`config.mk`:
```
export PLATFORM = sky130hd
export DESIGN_NAME = atm_session_ctrl
export DESIGN_NICKNAME = d
export VERILOG_FILES = /design/src/rtl/atm_session_ctrl.sv
export SDC_FILE = /design/constraint.sdc
export NUM_CORES = 1
export LEC_CHECK = 0
export BUFFER_PORTS_ARGS = -buffer_cell sky130_fd_sc_hd__buf_2
export CAP_MARGIN = 20
export CORE_MARGIN = 2
export CORE_UTILIZATION = 56
export DETAILED_ROUTE_END_ITERATION = 12
export PLACE_DENSITY_LB_ADDON = 0.12
export SLEW_MARGIN = 5
export SYNTH_ARGS = -nofsm -noshare
export SYNTH_HDL_FRONTEND = slang
export SYNTH_SLANG_ARGS = --single-unit
```
`constraint.sdc`:
```
create_clock -name clk -period 7.35 [get_ports clk]
set_clock_uncertainty 0.05 [all_clocks]
set_input_delay 0.3675 -clock clk [delete_from_list [all_inputs] [get_ports clk]]
set_output_delay 0.3675 -clock clk [all_outputs]
set_load 0.005 [all_outputs]
```
`src/rtl/atm_session_ctrl.sv`:
```
// Session sequencer for the CryptoATM keypad path: account lookup, PIN check,
// menu dispatch to the transaction datapath, PIN lockout and inactivity timeout.
module atm_session_ctrl #(
    parameter int unsigned MAX_PIN_TRIES  = 3,
    parameter int unsigned TIMEOUT_CYCLES = 1000,
    parameter int unsigned CNT_W          = 16
) (
    input  logic        clk,
    input  logic        rst_n,
    input  logic        start,
    input  logic [3:0]  status_code_in,
    input  logic [15:0] acct_in,
    input  logic [15:0] pswd_in,
    input  logic [1:0]  usr_input_in,
    input  logic [2:0]  currency_type_in,
    output logic [3:0]  input_style_out,
    output logic        db_req,
    output logic        db_op,
    output logic [15:0] db_acct,
    output logic [15:0] db_pswd,
    input  logic        db_ack,
    input  logic [3:0]  db_result,
    output logic        txn_start,
    output logic [1:0]  txn_op,
    output logic [2:0]  txn_currency,
    input  logic        txn_done,
    output logic        session_active,
    output logic        locked_out,
    output logic [3:0]  err_code
);

    localparam logic [3:0] STATUS_EXIT     = 4'b0111;
    localparam logic [3:0] STATUS_COMPLETE = 4'b1000;
    localparam logic [3:0] DB_ACC_FOUND    = 4'b0001;
    localparam logic [3:0] DB_PIN_CORRECT  = 4'b0011;
    localparam logic [CNT_W-1:0] TMO_LAST  = CNT_W'(TIMEOUT_CYCLES - 1);
    localparam logic [2:0] TRIES_MAX       = 3'(MAX_PIN_TRIES);

    typedef enum logic [3:0] {
        IDLE, GET_ACCT, LOOKUP, GET_PIN, CHECK_PIN, MENU,
        GET_CUR, GET_AMT, EXEC, CONFIRM, LOCKED
    } state_t;

    state_t           state, nxt;
    logic [3:0]       status_q, err_d;
    logic [2:0]       pin_tries, tries_d;
    logic [CNT_W-1:0] tmo_cnt;
    logic             exit_ev, complete, waiting;

    // Edge-qualified decoder events; exit takes priority over complete
    assign exit_ev  = (status_code_in == STATUS_EXIT) && (status_q != STATUS_EXIT);
    assign complete = !exit_ev && (status_code_in == STATUS_COMPLETE)
                      && (status_q != STATUS_COMPLETE);
    assign waiting  = state inside {GET_ACCT, GET_PIN, MENU, GET_CUR, GET_AMT, CONFIRM};

    function automatic logic [3:0] style_of(input state_t s);
        case (s)
            GET_ACCT: style_of = 4'b0010;
            GET_PIN:  style_of = 4'b0011;
            MENU:     style_of = 4'b0100;
            GET_CUR:  style_of = 4'b0101;
            GET_AMT:  style_of = 4'b0110;
            CONFIRM:  style_of = 4'b0001;
            default:  style_of = 4'b0000;
        endcase
    endfunction

    // Next-state, fault code and retry count
    always_comb begin
        nxt     = state;
        err_d   = err_code;
        tries_d = pin_tries;
        case (state)
            IDLE: if (start) begin
                nxt     = GET_ACCT;
                err_d   = 4'd0;
                tries_d = 3'd0;
            end
            GET_ACCT: if (complete) nxt = LOOKUP;
            LOOKUP: if (db_ack) begin
                if (db_result == DB_ACC_FOUND) begin
                    nxt = GET_PIN;
                end else begin
                    nxt   = IDLE;
                    err_d = 4'd1;
                end
            end
            GET_PIN: if (complete) nxt = CHECK_PIN;
            CHECK_PIN: if (db_ack) begin
                if (db_result == DB_PIN_CORRECT) begin
                    nxt     = MENU;
                    tries_d = 3'd0;
                end else begin
                    tries_d = pin_tries + 3'd1;
                    if (tries_d == TRIES_MAX) begin
                        nxt   = LOCKED;
                        err_d = 4'd2;
                    end else begin
                        nxt = GET_PIN;
                    end
                end
            end
            MENU: if (complete) begin
                case (usr_input_in)
                    2'b01:   nxt = GET_CUR;
                    2'b10,
                    2'b11:   nxt = GET_AMT;
                    default: nxt = EXEC;
                endcase
            end
            GET_CUR: if (complete) nxt = GET_AMT;
            GET_AMT: if (complete) nxt = EXEC;
            EXEC:    if (txn_done) nxt = CONFIRM;
            CONFIRM: if (complete) nxt = MENU;
            default: ;
        endcase
        // User exit and inactivity timeout only apply while waiting on the keypad
        if (waiting) begin
            if (exit_ev) begin
                nxt   = IDLE;
                err_d = 4'd4;
            end else if (!complete && (tmo_cnt >= TMO_LAST)) begin
                nxt   = IDLE;
                err_d = 4'd3;
            end
        end
    end

    always_ff @(posedge clk or negedge rst_n) begin
        if (!rst_n) begin
            state           <= IDLE;
            status_q        <= 4'd0;
            err_code        <= 4'd0;
            pin_tries       <= 3'd0;
            tmo_cnt         <= '0;
            input_style_out <= 4'd0;
            db_req          <= 1'b0;
            db_op           <= 1'b0;
            db_acct         <= 16'd0;
            db_pswd         <= 16'd0;
            txn_start       <= 1'b0;
            txn_op          <= 2'd0;
            txn_currency    <= 3'd0;
            session_active  <= 1'b0;
            locked_out      <= 1'b0;
        end else begin
            state           <= nxt;
            status_q        <= status_code_in;
            err_code        <= err_d;
            pin_tries       <= tries_d;
            input_style_out <= style_of(nxt);
            session_active  <= (nxt != IDLE);
            locked_out      <= (nxt == LOCKED);
            db_req          <= (nxt == LOOKUP) || (nxt == CHECK_PIN);
            txn_start       <= (nxt == EXEC) && (state != EXEC);
            if (nxt == LOOKUP)         db_op <= 1'b0;
            else if (nxt == CHECK_PIN) db_op <= 1'b1;
            if (complete) begin
                case (state)
                    GET_ACCT: db_acct      <= acct_in;
                    GET_PIN:  db_pswd      <= pswd_in;
                    MENU:     txn_op       <= usr_input_in;
                    GET_CUR:  txn_currency <= currency_type_in;
                    default: ;
                endcase
            end
            // Idle counter restarts on any progress; never runs past the trip value
            if ((nxt != state) || complete) begin
                tmo_cnt <= '0;
            end else if (waiting && (tmo_cnt < TMO_LAST)) begin
                tmo_cnt <= tmo_cnt + CNT_W'(1);
            end
        end
    end

endmodule

```
==> impl_metrics.py <==
metrics = {
    "clock_tree": {
        "cts_resized": 0,
        "cts_buffers": 9,
        "cts_setup_buffers": 0,
        "clock_latency_ns": 0.34,
        "root_buffer": "clkbuf_8",
        "path_clk_slew_ns": 0.08,
        "cts_max_level": 3,
        "cts_max_path_buffers": 2,
        "postCtsHoldBufs": 0,
        "clock_sinks": 76,
        "tritoncts": "built",
    },
    "die": {
        "core_region_area_sq_um": 6310,
        "dieArea_sq_um": 7170,
        "die_y_microns": 84.7,
        "fp-row-count": 29,
        "start_util": 0.577,
        "die_w_microns": 84.7,
        "top_level_ports": 100,
    },
    "final_layout": {
        "fin_util": 0.692,
        "drive_gt1_frac": 0.417,
        "fillers": 477,
        "fin_nets": 457,
        "areaGrowthSynthToFinish_pct": 19.8,
        "antenna_cells": 0,
    },
    "sta": {
        "period_minus_slack_ns": 2.88,
        "tns_ns": 0,
        "min_period_over_period": 0.392,
        "worst_pin_slew_ns": 1.04,
        "setup_ws_ns": 4.47,
        "rsz0062_at_grt": "false",
        "relSlewSlack": 0.302,
        "fmax_mhz": 347,
        "setup_viol_count_final": 0,
        "hold_viol_final": 0,
        "maxSlewViolCount": 0,
    },
    "synth": {
        "synth-compound-area-share": 0.118,
        "synth.distinct_cells": 69,
        "yosys.area_share.simple": 0.165,
        "synth_seq_cells": 76,
        "yosysTopAreaCellShare": 0.522,
        "synthArstFlopShare": 1.00,
        "synth_top_family_by_area": "simple AND/OR/NAND/NOR gates",
        "post_synth.cell_area_avg_sq_um": 11.8,
        "synthTopCellsByArea": "dfrtp_1 52%, mux2_2 12%, nor3_1 2.5%, xnor2_1 2.2%, nand2_1 1.8%",
        "synthMuxAreaShare": 0.126,
        "ys_seq_area_frac": 0.522,
        "yosysWarnings": 0,
        "syn_nets": 361,
        "synth-adder-area-share": 0.0103,
        "ys.flop_type": "dfrtp_1",
        "synth_edf_count": 0,
        "synth_xor_area_frac": 0.0264,
        "syn-cell-area_sq_um": 3640,
        "syn_inst": 308,
        "synth.largest_area_cell": "dfrtp_1",
    },
    "setup_path": {
        "critPathMaxFanout": 20,
        "slowest_stage": "dfrtp_1",
        "start_kind": "register",
        "critPathBufInv": 0,
        "crit_family": "compound AO/OA/AOI/OAI gates",
        "crit_type": "reg2reg",
        "critPathMaxStageDelay_ns": 0.75,
        "arrival_ns": 3.06,
        "cp_cell_sequence": "nor2b_1, a21o_1, a311o_1, o221ai_1, nand2b_1, or3_1",
        "r2r_slack_ns": 4.47,
        "worstPathRequired_ns": 7.52,
        "worst_setup_path_end_kind": "register",
    },
    "global_routing": {
        "antenna_found_initial": 0,
        "grtUsageTotal": 0.223,
        "first_global_vias": 2722,
        "grt_pass1_wl_mm": 12.7,
        "grt-ovfl-total": 0,
        "grt_max_degree": 77,
    },
    "pwr": {
        "p_leak_nw": 2.13,
        "p_per_area_nw_per_um2": 335,
        "vdd_drop_max_uv": 264,
    },
    "detailed_routing": {
        "wl_per_cell_microns": 15.9,
        "first_pass_iters": 4,
        "drtAntennaViolNets": 0,
        "first_iter_violations": 185,
        "wl_mm": 7.69,
        "num_vias": 2798,
        "route.detailed.drc": 0,
        "avgViaCountPerCell": 5.77,
    },
    "placed_design": {
        "port_buffers": 98,
        "pre_cts_ws_ns": 4.52,
        "hpwl_mm": 5.49,
        "place_congestion": 0.977,
    },
    "outcome": {
        "status": "finished clean",
    },
    "hold_path": {
        "hp-class": "in2async",
    },
    "run": {
        "drv_cap": 0,
    },
}
## routing by layer
metal  vias up  wire, microns  GRT usage
met5         -              0          0
met4         0            199     0.0981
met3        21            555     0.0600
met2       113           3690      0.351
met1      1343           3250      0.291
li1       1321              -          -
## synthesized netlist by cell type (4+ instances only)
library cell and n:
dfrtp_1 76, mux2_2 38, nor3_1 18, nand2_1 17, nor2_1 12, inv_1 10, o21ai_0 9, xnor2_1 9
nand3_1 7, nor3b_1 6, o211ai_1 6, a21oi_1 5, clkbuf_1 5, buf_2 4, nand4_1 4, nor2b_1 4
## path summary, 6_finish.rpt
path / cells after the start / endpoint / from
min in group clk: 1 / status_q[3] / status_code_in[3]
max reg2reg: 6 / session_active / state[1]
min: 1 / err_code[1] / rst_n
max: 6 / session_active / state[1]
max in group asynchronous: 1 / pin_tries[0] / rst_n
min reg2reg: 1 / txn_op[0] / txn_op[0]
## worst register-to-register path, delay by kind of cell, from the launching register on
family          cells  cell delay (ns)
compound gates      3             1.18
simple gates        3             0.78
flops               1             0.75
## flip-flops by register name, summed over array words and instances (netlist names)
name,cells
db_op,1
tmo_cnt,16
status_q,4
input_style_out,3
txn_op,2
db_pswd,16
txn_start,1
txn_currency,3
db_req,1
session_active,1
state,4
locked_out,1
err_code,4
pin_tries,3
db_acct,16
## stage by stage
| step | hold WS (ns) | cell area [sq um] | cells | total power, mW |
|---|---|---|---|---|
| after global placement | 0.431 | 4180 | 470 | 1.15 |
| after floorplan | 0.0219 | 3640 | 308 | 0.983 |
| final | 0.0904 | 4370 | 485 | 1.47 |
| after global routing | 0.105 | 4370 | 485 | 1.57 |
| after CTS | 0.0992 | 4370 | 485 | 1.48 |
| after detailed placement | 0.437 | 4180 | 470 | 1.16 |
## cells in the final DEF (no fill, tap or decap), drive strengths merged, types with 6 or more instances in the layout
| cell | count |
|---|---|
| nand2 | 18 |
| buf | 98 |
| o211ai | 6 |
| nor3b | 6 |
| clkbuf | 9 |
| inv | 12 |
| nand3 | 7 |
| o21ai | 11 |
| mux2 | 38 |
| nor2 | 12 |
| xnor2 | 9 |
| dfrtp | 76 |
| nor3 | 19 |
## cell families (layout without fill, tap and decap cells)
logic type,after synthesis,count (layout)
muxes,40,40
xor gates and xnor gates,11,11
buffers and inverters,25,125
adders and majority gates,3,3
and+or+nand+nor,99,99
DFF,76,76
other,1,1
AOI/OAI and AO/OA,53,53
## power by group
group | leakage [nW] | internal [mW] | total [mW] | switching (mW)
sequential | 1.01 | 0.534 | 0.624 | 0.0895
clock | 0.0990 | 0.156 | 0.310 | 0.154
combinational | 1.02 | 0.251 | 0.532 | 0.281
## final cells by class
type / count / area (sq um) / share of cell area
clock buffer: 9 / 124 / 0.0284
sequential: 76 / 1900 / 0.435
clock inverter: 6 / 66.3 / 0.0152
tap: 77 / 96.3 / 0.0221
multi-input combinational: 207 / 1640 / 0.376
timing repair buffer: 98 / 493 / 0.113
inverter: 12 / 45.0 / 0.0103
Power figures use the tool's default switching activity.
